**config.mk**
```make
export PLATFORM = sky130hd
export DESIGN_NAME = alu_mdu_iter_flat
export DESIGN_NICKNAME = d
export VERILOG_FILES = /design/src/rtl/alu_mdu_iter_pkg.sv /design/src/rtl/alu_mdu_iter_if.sv /design/src/rtl/alu_mdu_iter_mdu.sv /design/src/rtl/alu_mdu_iter.sv /design/src/flat_wrapper.sv
export SDC_FILE = /design/constraint.sdc
export NUM_CORES = 1
export LEC_CHECK = 0
export BUFFER_PORTS_ARGS = -buffer_cell sky130_fd_sc_hd__clkbuf_2
export CORE_MARGIN = 4
export CORE_UTILIZATION = 40
export CTS_CLUSTER_SIZE = 25
export DETAILED_ROUTE_END_ITERATION = 8
export GPL_ROUTABILITY_DRIVEN = 1
export GPL_TIMING_DRIVEN = 0
export PLACE_DENSITY = 0.64
export SLEW_MARGIN = 25
export SYNTH_ARGS = -nofsm -noshare
export SYNTH_HDL_FRONTEND = slang
export SYNTH_SLANG_ARGS = --single-unit
```
**constraint.sdc**
```tcl
create_clock -name i_clk -period 5.2 [get_ports i_clk]
set_input_delay 0.26 -clock i_clk [delete_from_list [all_inputs] [get_ports i_clk]]
set_output_delay 0.26 -clock i_clk [all_outputs]
set_load 0.02 [all_outputs]
```
**src/rtl/alu_mdu_iter_pkg.sv**
```systemverilog
// Shared types for the execute-stage ALU/MDU: operator encoding, FSM state codes
// and operator classification helpers.
package alu_mdu_iter_pkg;

  // Non-arithmetic ops keep their encodings; M-extension ops are appended after OP_SW.
  typedef enum logic [4:0] {
    OP_ADD, OP_SUB, OP_SLT, OP_SLTU, OP_XOR, OP_OR, OP_AND, OP_SLL, OP_SRL, OP_SRA,
    OP_LUI, OP_AUIPC, OP_JAL, OP_JALR, OP_LW, OP_SW,
    OP_MUL, OP_MULH, OP_MULHSU, OP_MULHU, OP_DIV, OP_DIVU, OP_REM, OP_REMU
  } operator_e;

  localparam logic [1:0] ST_IDLE = 2'd0;
  localparam logic [1:0] ST_CALC = 2'd1;
  localparam logic [1:0] ST_DONE = 2'd2;

  function automatic logic is_mdu_op(operator_e op);
    return op inside {OP_MUL, OP_MULH, OP_MULHSU, OP_MULHU, OP_DIV, OP_DIVU, OP_REM, OP_REMU};
  endfunction

  function automatic logic is_div_op(operator_e op);
    return op inside {OP_DIV, OP_DIVU, OP_REM, OP_REMU};
  endfunction

  function automatic logic a_is_signed(operator_e op);
    return op inside {OP_MUL, OP_MULH, OP_MULHSU, OP_DIV, OP_REM};
  endfunction

  function automatic logic b_is_signed(operator_e op);
    return op inside {OP_MUL, OP_MULH, OP_DIV, OP_REM};
  endfunction

endpackage

```
**src/rtl/alu_mdu_iter_if.sv**
```systemverilog
// Issue-side request bus and result bus of the execute unit.
interface alu_mdu_iter_if
  import alu_mdu_iter_pkg::*;
#(
  parameter int XLEN = 32
);
  logic            valid;
  logic            ready;
  operator_e       op;
  logic [XLEN-1:0] operand_a;
  logic [XLEN-1:0] operand_b;
  logic [4:0]      rd_addr;
  logic            fwd_en;
  logic            invalidate;
  logic            res_valid;
  logic [XLEN-1:0] res_data;
  logic [4:0]      res_rd_addr;
  logic            res_fwd_en;
  logic            busy;

  modport master (
    output valid, op, operand_a, operand_b, rd_addr, fwd_en, invalidate,
    input  ready, res_valid, res_data, res_rd_addr, res_fwd_en, busy
  );

  modport slave (
    input  valid, op, operand_a, operand_b, rd_addr, fwd_en, invalidate,
    output ready, res_valid, res_data, res_rd_addr, res_fwd_en, busy
  );
endinterface

```
**src/rtl/alu_mdu_iter_mdu.sv**
```systemverilog
// Iterative RV32M datapath: shift-add multiply / restoring divide on magnitudes,
// one bit per cycle, sign fix-up applied to the final step's combinational result.
module alu_mdu_iter_mdu
  import alu_mdu_iter_pkg::*;
#(
  parameter int XLEN = 32
)(
  input  logic            clk,
  input  logic            rst,
  input  logic            start,
  input  logic            kill,
  input  operator_e       op,
  input  logic [XLEN-1:0] a,
  input  logic [XLEN-1:0] b,
  output logic            done,
  output logic [XLEN-1:0] result
);
  localparam int CNT_W = $clog2(XLEN);

  logic              run, neg_q, rneg_q, bz_q;
  logic [CNT_W-1:0]  cnt;
  operator_e         op_q;
  logic [XLEN-1:0]   m;
  // mul: {partial high, multiplier}; div: {remainder, dividend/quotient}
  logic [2*XLEN-1:0] acc, acc_nx, mul_nx, div_nx, prod;
  logic              a_sgn, b_sgn, qbit;
  logic [XLEN-1:0]   a_mag, b_mag, quo, rem;
  logic [XLEN:0]     msum, shifted;
  logic [XLEN+1:0]   diff;

  assign a_sgn = a_is_signed(op) & a[XLEN-1];
  assign b_sgn = b_is_signed(op) & b[XLEN-1];
  assign a_mag = a_sgn ? -a : a;
  assign b_mag = b_sgn ? -b : b;

  assign msum    = {1'b0, acc[2*XLEN-1:XLEN]} + (acc[0] ? {1'b0, m} : '0);
  assign mul_nx  = {msum, acc[XLEN-1:1]};
  assign shifted = {acc[2*XLEN-1:XLEN], acc[XLEN-1]};
  assign diff    = {1'b0, shifted} - {2'b00, m};
  assign qbit    = ~diff[XLEN+1];
  assign div_nx  = {(qbit ? diff[XLEN-1:0] : shifted[XLEN-1:0]), acc[XLEN-2:0], qbit};
  assign acc_nx  = is_div_op(op_q) ? div_nx : mul_nx;

  assign done = run & (cnt == CNT_W'(XLEN - 1));

  // Divide-by-zero leaves |a| in the remainder naturally; only the quotient needs forcing.
  assign prod = neg_q ? -acc_nx : acc_nx;
  assign quo  = bz_q ? '1 : (neg_q ? -acc_nx[XLEN-1:0] : acc_nx[XLEN-1:0]);
  assign rem  = rneg_q ? -acc_nx[2*XLEN-1:XLEN] : acc_nx[2*XLEN-1:XLEN];

  always_comb begin
    result = '0;
    case (op_q)
      OP_MUL:                        result = prod[XLEN-1:0];
      OP_MULH, OP_MULHSU, OP_MULHU:  result = prod[2*XLEN-1:XLEN];
      OP_DIV, OP_DIVU:               result = quo;
      OP_REM, OP_REMU:               result = rem;
      default:                       result = '0;
    endcase
  end

  always_ff @(posedge clk) begin
    if (rst || kill) begin
      run <= 1'b0;
      cnt <= '0;
    end else if (start) begin
      run    <= 1'b1;
      cnt    <= '0;
      op_q   <= op;
      neg_q  <= a_sgn ^ b_sgn;
      rneg_q <= a_sgn;
      bz_q   <= (b == '0);
      acc    <= is_div_op(op) ? {{XLEN{1'b0}}, a_mag} : {{XLEN{1'b0}}, b_mag};
      m      <= is_div_op(op) ? b_mag : a_mag;
    end else if (run) begin
      acc <= acc_nx;
      cnt <= cnt + 1'b1;
      if (done) run <= 1'b0;
    end
  end
endmodule

```
**src/rtl/alu_mdu_iter.sv**
```systemverilog
// Execute stage: single-cycle ALU plus iterative MUL/DIV, registered result,
// valid/ready input handshake and pipeline flush.
module alu_mdu_iter
  import alu_mdu_iter_pkg::*;
#(
  parameter  int XLEN    = 32,
  localparam int SHAMT_W = $clog2(XLEN)
)(
  input  logic          i_clk,
  input  logic          i_rst,
  alu_mdu_iter_if.slave bus
);
  logic [1:0]         state;
  logic               accept, is_mdu, mdu_done, ready;
  logic [XLEN-1:0]    alu_res, mdu_res, out_data;
  logic [SHAMT_W-1:0] shamt;
  logic [4:0]         rd_q, out_rd;
  logic               fwd_q, out_valid, out_fwd;

  assign ready           = (state != ST_CALC);
  assign bus.ready       = ready;
  assign bus.busy        = (state == ST_CALC);
  assign bus.res_valid   = out_valid;
  assign bus.res_data    = out_data;
  assign bus.res_rd_addr = out_rd;
  assign bus.res_fwd_en  = out_fwd;

  assign is_mdu = is_mdu_op(bus.op);
  assign accept = bus.valid & ready & ~bus.invalidate;
  assign shamt  = bus.operand_b[SHAMT_W-1:0];

  always_comb begin
    alu_res = bus.operand_a + bus.operand_b;
    case (bus.op)
      OP_SUB:  alu_res = bus.operand_a - bus.operand_b;
      OP_SLT:  alu_res = {{(XLEN-1){1'b0}}, $signed(bus.operand_a) < $signed(bus.operand_b)};
      OP_SLTU: alu_res = {{(XLEN-1){1'b0}}, bus.operand_a < bus.operand_b};
      OP_XOR:  alu_res = bus.operand_a ^ bus.operand_b;
      OP_OR:   alu_res = bus.operand_a | bus.operand_b;
      OP_AND:  alu_res = bus.operand_a & bus.operand_b;
      OP_SLL:  alu_res = bus.operand_a << shamt;
      OP_SRL:  alu_res = bus.operand_a >> shamt;
      OP_SRA:  alu_res = $unsigned($signed(bus.operand_a) >>> shamt);
      default: alu_res = bus.operand_a + bus.operand_b;
    endcase
  end

  alu_mdu_iter_mdu #(.XLEN(XLEN)) u_mdu (
    .clk    (i_clk),
    .rst    (i_rst),
    .start  (accept & is_mdu),
    .kill   (bus.invalidate),
    .op     (bus.op),
    .a      (bus.operand_a),
    .b      (bus.operand_b),
    .done   (mdu_done),
    .result (mdu_res)
  );

  // A result already presented in DONE is committed; invalidate only clears what follows.
  always_ff @(posedge i_clk) begin
    if (i_rst || bus.invalidate) begin
      state     <= ST_IDLE;
      out_valid <= 1'b0;
      out_data  <= '0;
      out_rd    <= '0;
      out_fwd   <= 1'b0;
      if (i_rst) begin
        rd_q  <= '0;
        fwd_q <= 1'b0;
      end
    end else if (state == ST_CALC) begin
      state     <= mdu_done ? ST_DONE : ST_CALC;
      out_valid <= mdu_done;
      out_data  <= mdu_done ? mdu_res : '0;
      out_rd    <= mdu_done ? rd_q : '0;
      out_fwd   <= mdu_done & fwd_q;
    end else if (accept && !is_mdu) begin
      state     <= ST_IDLE;
      out_valid <= 1'b1;
      out_data  <= alu_res;
      out_rd    <= bus.rd_addr;
      out_fwd   <= bus.fwd_en;
    end else begin
      state     <= accept ? ST_CALC : ST_IDLE;
      out_valid <= 1'b0;
      out_data  <= '0;
      out_rd    <= '0;
      out_fwd   <= 1'b0;
      if (accept) begin
        rd_q  <= bus.rd_addr;
        fwd_q <= bus.fwd_en;
      end
    end
  end
endmodule
```
**src/flat_wrapper.sv**
```systemverilog
// flat-port wrapper written by rule: the top's interface ports become plain ports
module alu_mdu_iter_flat import alu_mdu_iter_pkg::*;
#(
  parameter  int XLEN    = 32,
  localparam int SHAMT_W = $clog2(XLEN)
)
  (i_clk, i_rst, bus_valid, bus_op, bus_operand_a, bus_operand_b, bus_rd_addr, bus_fwd_en, bus_invalidate, bus_ready, bus_res_valid, bus_res_data, bus_res_rd_addr, bus_res_fwd_en, bus_busy);
  alu_mdu_iter_if #(.XLEN(XLEN)) bus_i ();
  input  logic i_clk;
  input  logic i_rst;
  input wire logic [$bits(bus_i.valid)-1:0] bus_valid;
  input wire logic [$bits(bus_i.op)-1:0] bus_op;
  input wire logic [$bits(bus_i.operand_a)-1:0] bus_operand_a;
  input wire logic [$bits(bus_i.operand_b)-1:0] bus_operand_b;
  input wire logic [$bits(bus_i.rd_addr)-1:0] bus_rd_addr;
  input wire logic [$bits(bus_i.fwd_en)-1:0] bus_fwd_en;
  input wire logic [$bits(bus_i.invalidate)-1:0] bus_invalidate;
  output wire logic [$bits(bus_i.ready)-1:0] bus_ready;
  output wire logic [$bits(bus_i.res_valid)-1:0] bus_res_valid;
  output wire logic [$bits(bus_i.res_data)-1:0] bus_res_data;
  output wire logic [$bits(bus_i.res_rd_addr)-1:0] bus_res_rd_addr;
  output wire logic [$bits(bus_i.res_fwd_en)-1:0] bus_res_fwd_en;
  output wire logic [$bits(bus_i.busy)-1:0] bus_busy;
  assign bus_i.valid = bus_valid;
  assign bus_i.op = bus_op;
  assign bus_i.operand_a = bus_operand_a;
  assign bus_i.operand_b = bus_operand_b;
  assign bus_i.rd_addr = bus_rd_addr;
  assign bus_i.fwd_en = bus_fwd_en;
  assign bus_i.invalidate = bus_invalidate;
  assign bus_ready = bus_i.ready;
  assign bus_res_valid = bus_i.res_valid;
  assign bus_res_data = bus_i.res_data;
  assign bus_res_rd_addr = bus_i.res_rd_addr;
  assign bus_res_fwd_en = bus_i.res_fwd_en;
  assign bus_busy = bus_i.busy;
  alu_mdu_iter #(.XLEN(XLEN)) u_core (.i_clk(i_clk), .i_rst(i_rst), .bus(bus_i));
endmodule
```
**Word level (Yosys, flattened, before mapping)**

Cells that the tools add are included.

- Reduce and logical (&&, ||, !) cells: 18
- Magnitude comparators: 2
- Bitwise gates (word level): 14
- $add $sub $neg: 10
- Shift operators: 3
- Multiplexer cells: 42
- Equal/unequal tests: 31

Operator list:

| kind | number |
|---|---|
| $mux 32 | 12 |
| $pmux 32 s9 | 1 |
| $mux 64 | 4 |
| $neg 32->32 | 4 |
| $pmux 32 s4 | 1 |
| $eq 5x5->1 const B | 17 |
| $lt 32x32->1 | 2 |
| $neg 64->64 | 1 |
| $mux 5 | 8 |
| $sub 33x32->34 | 1 |
| $add 32x32->33 | 1 |
| $add 32x32->32 | 1 |
| $and 32x32->32 | 1 |
| $logic_not 32->1 | 1 |
| $or 32x32->32 | 1 |
| $shl 32x5->32 | 1 |
| $shr 32x5->32 | 1 |
| $sshr 32x5->32 | 1 |
| $sub 32x32->32 | 1 |
| $xor 32x32->32 | 1 |
| $eq 5x3->1 const B | 4 |
| $mux 1 | 13 |
| $reduce_bool 4->1 | 3 |
| $eq 5x2->1 const B | 2 |
| 20 further kinds | 37 |

- Bits of input ports: 79
- Flip-flop bits (word level): 157
- Output and inout bits: 41
- Word-level logic and storage cells: 135

**Logic depth before layout (Yosys ltp)**

- Depth after elaboration: 9
- Gate-level depth with buffers: 23
- Mapped depth without buffers: 21

**Hierarchy**

Synthesis repeated with hierarchy kept, for this count alone.

- Cells, all modules: 3325
- Area total of the unflattened synthesis: 24667.4 um^2

Modules (own cells, without submodules):

| module | instances | seq. area each (um^2) | cells each | area each (um^2) |
|---|---|---|---|---|
| alu_mdu_iter_mdu | 1 | 3243.1 | 1896 | 14486.4 |
| alu_mdu_iter | 1 | 1001.0 | 1429 | 10181.0 |

**Least setup slack after synthesis**

Ideal clock, no wire load.

- Path type: reg-to-reg
- Start: register u_core.u_mdu.op_q[2]
- End: register u_core.out_data[30] (netlist: u_core.bus.res_data[30])
- Setup time: 0.129 ns
- Clock period less this slack: 5.396 ns
- Setup slack: -0.196 ns
- Required time: 5.071 ns
- Cell stages (with the launch flop): 21
- Buffers on the path: 6
- Arrival: 5.267 ns
- Path through: edfxtp_1 -> nand3b_1 -> clkbuf_1 -> buf_2 -> clkbuf_1 -> clkbuf_1 -> clkbuf_1 -> buf_1 -> mux2i_1 -> ha_1 -> o2111ai_1 -> or4b_1 -> or3_1 -> or3_1 -> or3_1 -> o21ai_1 -> xnor2_1 -> a21oi_1 -> nor2_1 -> o41a_1 -> nand4_1

- Cells in the longest elaborated chain, start to end: 9
- Elaborated cells on any way between the ends: 23
- Those cells by class: add/sub: 3; eq/ne: 8; mux: 8; reduce/logical: 4

Ends and longest elaborated chain:

| what | RTL line | source |
|---|---|---|
| start: declaration | alu_mdu_iter_mdu.sv:22 | `operator_e op_q;` |
| start signal: assignment | alu_mdu_iter_mdu.sv:69 | `op_q <= op;` |
| $eq 5x5->1 | alu_mdu_iter_pkg.sv:21, alu_mdu_iter_mdu.sv:53 |  |
| $reduce_bool 4->1 | alu_mdu_iter_pkg.sv:21 | `return op inside {OP_DIV, OP_DIVU, OP_REM, OP_REMU};` |
| $mux 64 | alu_mdu_iter_mdu.sv:42 | `assign acc_nx = is_div_op(op_q) ? div_nx : mul_nx;` |
| $neg 32->32 | alu_mdu_iter_mdu.sv:48 | `assign quo = bz_q ? '1 : (neg_q ? -acc_nx[XLEN-1:0] : acc_nx[XLEN-1:0]);` |
| $mux 32 (2 in a row) | alu_mdu_iter_mdu.sv:48 |  |
| $pmux 32 s4 (*) | alu_mdu_iter_mdu.sv:53 | `case (op_q)` |
| $mux 32 (*) | alu_mdu_iter.sv:75 | `out_data <= mdu_done ? mdu_res : '0;` |
| $mux 32 (*) | alu_mdu_iter.sv:72 | `end else if (state == ST_CALC) begin` |
| end signal: assignment | alu_mdu_iter.sv:75 |  |
| end signal: assignment | alu_mdu_iter.sv:81 | `out_data <= alu_res;` |
| end: declaration | alu_mdu_iter.sv:15 | `logic [XLEN-1:0] alu_res, mdu_res, out_data;` |

Mark *: on every way between the ends. The rest lies on a longest branch, timed or not.
A chain may end at the register's enable or synchronous reset.

**Worst setup path in the final report**

- Start: register u_core.u_mdu.op_q[4]
- End: register u_core.out_data[30] (netlist: u_core.bus.res_data[30])

Same word-level chain as after synthesis.

==> flow_results.xml <==
<?xml version="1.0" encoding="UTF-8"?>
<metrics>
  <group name="outcome">
    <metric name="outcome" unit="">finished with violations</metric>
    <metric name="violations" unit="">design-rule violations, negative setup slack</metric>
  </group>
  <group name="timing">
    <metric name="finalSetupViolations" unit="">7</metric>
    <metric name="holdWs" unit="ps">112</metric>
    <metric name="worst-slew-pin-transition" unit="ps">1100</metric>
    <metric name="report.final.hold_viol_count" unit="">0</metric>
    <metric name="maxSlewHeadroom" unit="">0.260</metric>
    <metric name="max_freq" unit="MHz">182</metric>
    <metric name="unrepaired_setup_endpoints_after_global_routing" unit="">yes</metric>
    <metric name="final_max_slew_violation_count" unit="">0</metric>
    <metric name="post-route-min-period" unit="ps">5510</metric>
    <metric name="fin_skew" unit="ps">16.3</metric>
    <metric name="finalCritPeriodShare" unit="">1.06</metric>
    <metric name="setup_ws_post_layout" unit="ps">-307</metric>
  </group>
  <group name="detailed_routing">
    <metric name="drt-vias-per-instance" unit="">6.62</metric>
    <metric name="postRouteAntennaNets" unit="">0</metric>
    <metric name="detail_route.iter0.violations" unit="">3309</metric>
    <metric name="drt_pass1_iterations" unit="">9</metric>
    <metric name="wl_per_cell" unit="um">29.2</metric>
    <metric name="vias_after_detailed_routing" unit="">27800</metric>
    <metric name="drcViolationCount" unit="">2</metric>
    <metric name="routed_wirelength" unit="mm">122</metric>
  </group>
  <group name="run">
    <metric name="drv_cap" unit="">0</metric>
  </group>
  <group name="floorplanning">
    <metric name="die_y" unit="um">251</metric>
    <metric name="fp.dieW" unit="um">251</metric>
    <metric name="initial_utilization" unit="">0.406</metric>
    <metric name="num_io_pins" unit="">120</metric>
    <metric name="rows" unit="">88</metric>
    <metric name="placeableCoreArea" unit="um^2">58000</metric>
    <metric name="dieArea" unit="um^2">62900</metric>
  </group>
  <group name="worst_setup_path">
    <metric name="critical_path.startpoint_type" unit="">flop</metric>
    <metric name="crit_type" unit="">flop to flop</metric>
    <metric name="cp_cell_sequence" unit="">nand3b_1 &gt; buf_6 &gt; buf_6 &gt; clkbuf_8 &gt; clkbuf_8 &gt; clkbuf_8 &gt; buf_6 &gt; mux2i_4 &gt; ha_4 &gt; o2111ai_4 &gt; or4b_4 &gt; or3_4 &gt; or3_4 &gt; or3_4 &gt; o21ai_2 &gt; xnor2_1 &gt; a21oi_1 &gt; nor2_1 &gt; o41a_1 &gt; nand4_1</metric>
    <metric name="crit_path_max_incr_delay" unit="ps">610</metric>
    <metric name="cp.required" unit="ps">5460</metric>
    <metric name="worst-endpoint-arrival" unit="ps">5770</metric>
    <metric name="setup.reg_to_reg.worst_slack" unit="ps">-310</metric>
    <metric name="critical_path.endpoint_type" unit="">flop</metric>
    <metric name="largest_fanout_of_any_net_on_the_critical_path" unit="">11</metric>
    <metric name="critical_path_s_slowest_cell" unit="">or4b_4</metric>
  </group>
  <group name="synthesis">
    <metric name="netlist_instances" unit="">3221</metric>
    <metric name="yosysSeqAreaShare" unit="">0.180</metric>
    <metric name="ys_ff_latch" unit="">157</metric>
    <metric name="synthesis.area_per_instance" unit="um^2">7.32</metric>
    <metric name="yosysWarningCount" unit="">0</metric>
    <metric name="dominantRegCellSynth" unit="">edfxtp_1</metric>
    <metric name="ys_types" unit="">103</metric>
    <metric name="post_synthesis_cell_area" unit="um^2">23600</metric>
    <metric name="ys_async_sr_fraction" unit="">0</metric>
    <metric name="mappedNetlistNets" unit="">3471</metric>
    <metric name="number_of_enable_type_register_cells_in_the_synthesized_netlist" unit="">110</metric>
  </group>
  <group name="power_and_ir_drop">
    <metric name="p_sw" unit="uW">1680</metric>
    <metric name="power.clock.fraction" unit="">0.310</metric>
    <metric name="powerDensity" unit="nW/um^2">152</metric>
    <metric name="power.share.combinational" unit="">0.362</metric>
    <metric name="cell_internal_power" unit="uW">2480</metric>
    <metric name="p_leak" unit="uW">0.0103</metric>
    <metric name="vdd_drop_max" unit="mV">0.253</metric>
    <metric name="power.sequential.fraction" unit="">0.329</metric>
    <metric name="swShare" unit="">0.403</metric>
  </group>
  <group name="clock_network">
    <metric name="clock_insertion_delay_worst_skew" unit="ps">480</metric>
    <metric name="cts.sink_count" unit="">157</metric>
    <metric name="clock_tree.root_cell" unit="">clkbuf_16</metric>
    <metric name="tritoncts" unit="">yes</metric>
    <metric name="clkSlewWorstSetupHoldPaths" unit="ps">70</metric>
    <metric name="cts_htree_levels" unit="">4</metric>
    <metric name="cts_buffers" unit="">17</metric>
    <metric name="clock_path_buffers" unit="">2</metric>
  </group>
  <group name="final_layout">
    <metric name="final_layout_size_suffix_gt1_frac" unit="">0.131</metric>
    <metric name="num-nets-final" unit="">3665</metric>
    <metric name="layout.core_utilization" unit="">0.470</metric>
    <metric name="flow.area_growth_from_synthesis" unit="%">15.7</metric>
  </group>
  <group name="place">
    <metric name="dpl.hpwl" unit="mm">98.8</metric>
    <metric name="buffer_ports.inserted" unit="">119</metric>
    <metric name="place.gp.congestion" unit="">1.07</metric>
  </group>
  <group name="grt">
    <metric name="antenna_violations_before_repair" unit="">2</metric>
    <metric name="congestion_overflow_gr" unit="">0</metric>
    <metric name="gr-usage-all-layers" unit="">0.369</metric>
    <metric name="grt_start_max_net_pins" unit="">37</metric>
    <metric name="first_pass_grt_wire_length" unit="mm">175</metric>
    <metric name="vias_in_the_first_global_route" unit="">26300</metric>
  </group>
  <group name="worst_hold_path">
    <metric name="min_path_type" unit="">primary input to flop</metric>
  </group>
</metrics>
## power groups by stage
stage / clock, uW / sequential [uW] / combinational, uW
2_1_floorplan: 0 / 1400 / 879
3_3_place_gp: 0 / 1400 / 1400
3_5_place_dp: 0 / 1390 / 1390
4_1_cts: 1290 / 1370 / 1420
5_1_grt: 1340 / 1370 / 1580
6_report: 1290 / 1370 / 1500
## cell type report
class                           instances  area [um^2]
Inverter                              149          563
Timing Repair Buffer                  196         1220
Tap cell                              765          957
Fill cell                            5991        30700
Buffer                                196          858
Antenna cell                            1         2.50
Multi-Input combinational cell       2698        18900
Clock buffer                           17          425
Clock inverter                         15          165
Sequential cell                       157         4240
## synth_stat cells, types with 25 or more instances
cell / count / area [um^2]
o21ai_0: 314 / 1570
a21oi_1: 313 / 1570
nand2_1: 311 / 1170
nor2_1: 279 / 1050
clkbuf_1: 177 / 664
ha_1: 167 / 2090
inv_1: 146 / 548
mux2i_1: 144 / 1440
xnor2_1: 142 / 1240
edfxtp_1: 110 / 3300
nor3_1: 81 / 405
and2_1: 66 / 413
xor2_1: 58 / 508
nand3_1: 52 / 260
nand2b_1: 48 / 300
nand4_1: 48 / 300
dfxtp_1: 47 / 941
a211oi_1: 45 / 338
o211ai_1: 45 / 338
a31oi_1: 36 / 225
a21o_1: 32 / 240
nor4_1: 26 / 163
o31ai_1: 26 / 195
a221oi_1: 25 / 219
a22oi_1: 25 / 188
o221ai_1: 25 / 219
## layout by cell type (no fill, tap or decap), drive strengths merged, types with 25 or more instances in the layout
cell and count:
nor2 281, a31oi 36, o211ai 46, dfxtp 47, nand2b 48, o31ai 27
ha 167, clkbuf 302, nor4 27, mux2i 144, buf 100, nand3 53
o21ai 327, nand4 48, and2 66, a211oi 46, edfxtp 110, a21oi 315
xor2 58, a22oi 25, inv 156, a221oi 26, a21o 32, nor3 81
nand2 311, xnor2 142, o221ai 26
## cells by family after synthesis
kind of cell	synth area share
mux	0.0788
fa+ha+maj	0.0920
buf+inv	0.0597
xor+xnor	0.0743
compound gates	0.307
simple gates	0.208
flops	0.180
## worst max-delay path, delay by kind of cell, from the launching register on
| family | cells | cell delay, ps |
|---|---|---|
| xor gates and xnor gates | 1 | 150 |
| AOI/OAI and AO/OA | 4 | 550 |
| muxes | 1 | 340 |
| adders and majority gates | 1 | 200 |
| DFF | 1 | 420 |
| and+or+nand+nor | 7 | 2180 |
| buffers and inverters | 6 | 1410 |
## per-stage QoR
step           cells  TNS, ps  cell area, um^2  power (uW)  worst slack (ps)
2_1_floorplan   3221        0            23600        2280              16.6
3_3_place_gp    4105   -63330            25200        2790             -2750
3_5_place_dp    4108   -64030            25200        2780             -2780
4_1_cts         4169     -327            26700        4080              -205
5_1_grt         4193    -1140            27300        4290              -375
6_report        4194     -680            27300        4160              -307
## state kept, by name, summed over array words and instances, names as in the netlist, 2 cells and up
name	cells
u_core.u_mdu.acc	64
u_core.bus.res_data	32
u_core.u_mdu.m	32
u_core.bus.res_rd_addr	5
u_core.rd_q	5
u_core.u_mdu.cnt	5
u_core.u_mdu.op_q	5
u_core.state	2
## timing repair
| action | 4_1_cts | 5_1_grt |
|---|---|---|
| hold buffers | 6 | 0 |
| buffers inserted | 37 | 31 |
| endpoints found under the hold margin | 6 | 0 |
| pin swaps | 27 | 41 |
| gates resized for setup | 131 | 91 |
| setup endpoints to repair | 53 | 29 |
## worst paths after layout
kind | from | depth (start not counted) | end
setup reg to reg | u_core.u_mdu.op_q[4] | 20 | u_core.bus.res_data[30]
hold reg to reg | u_core.rd_q[2] | 1 | u_core.bus.res_rd_addr[2]
setup / recovery | u_core.u_mdu.op_q[4] | 20 | u_core.bus.res_data[30]
hold / removal | bus_rd_addr[4] | 2 | u_core.rd_q[4]
## metal layers
metal | GRT usage | part of all wire
met1 | 0.438 | 0.37
met2 | 0.603 | 0.45
met3 | 0.0552 | 0.085
met4 | 0.280 | 0.093
met5 | 0 | 0.00011
(Power assumes the default switching activity.)
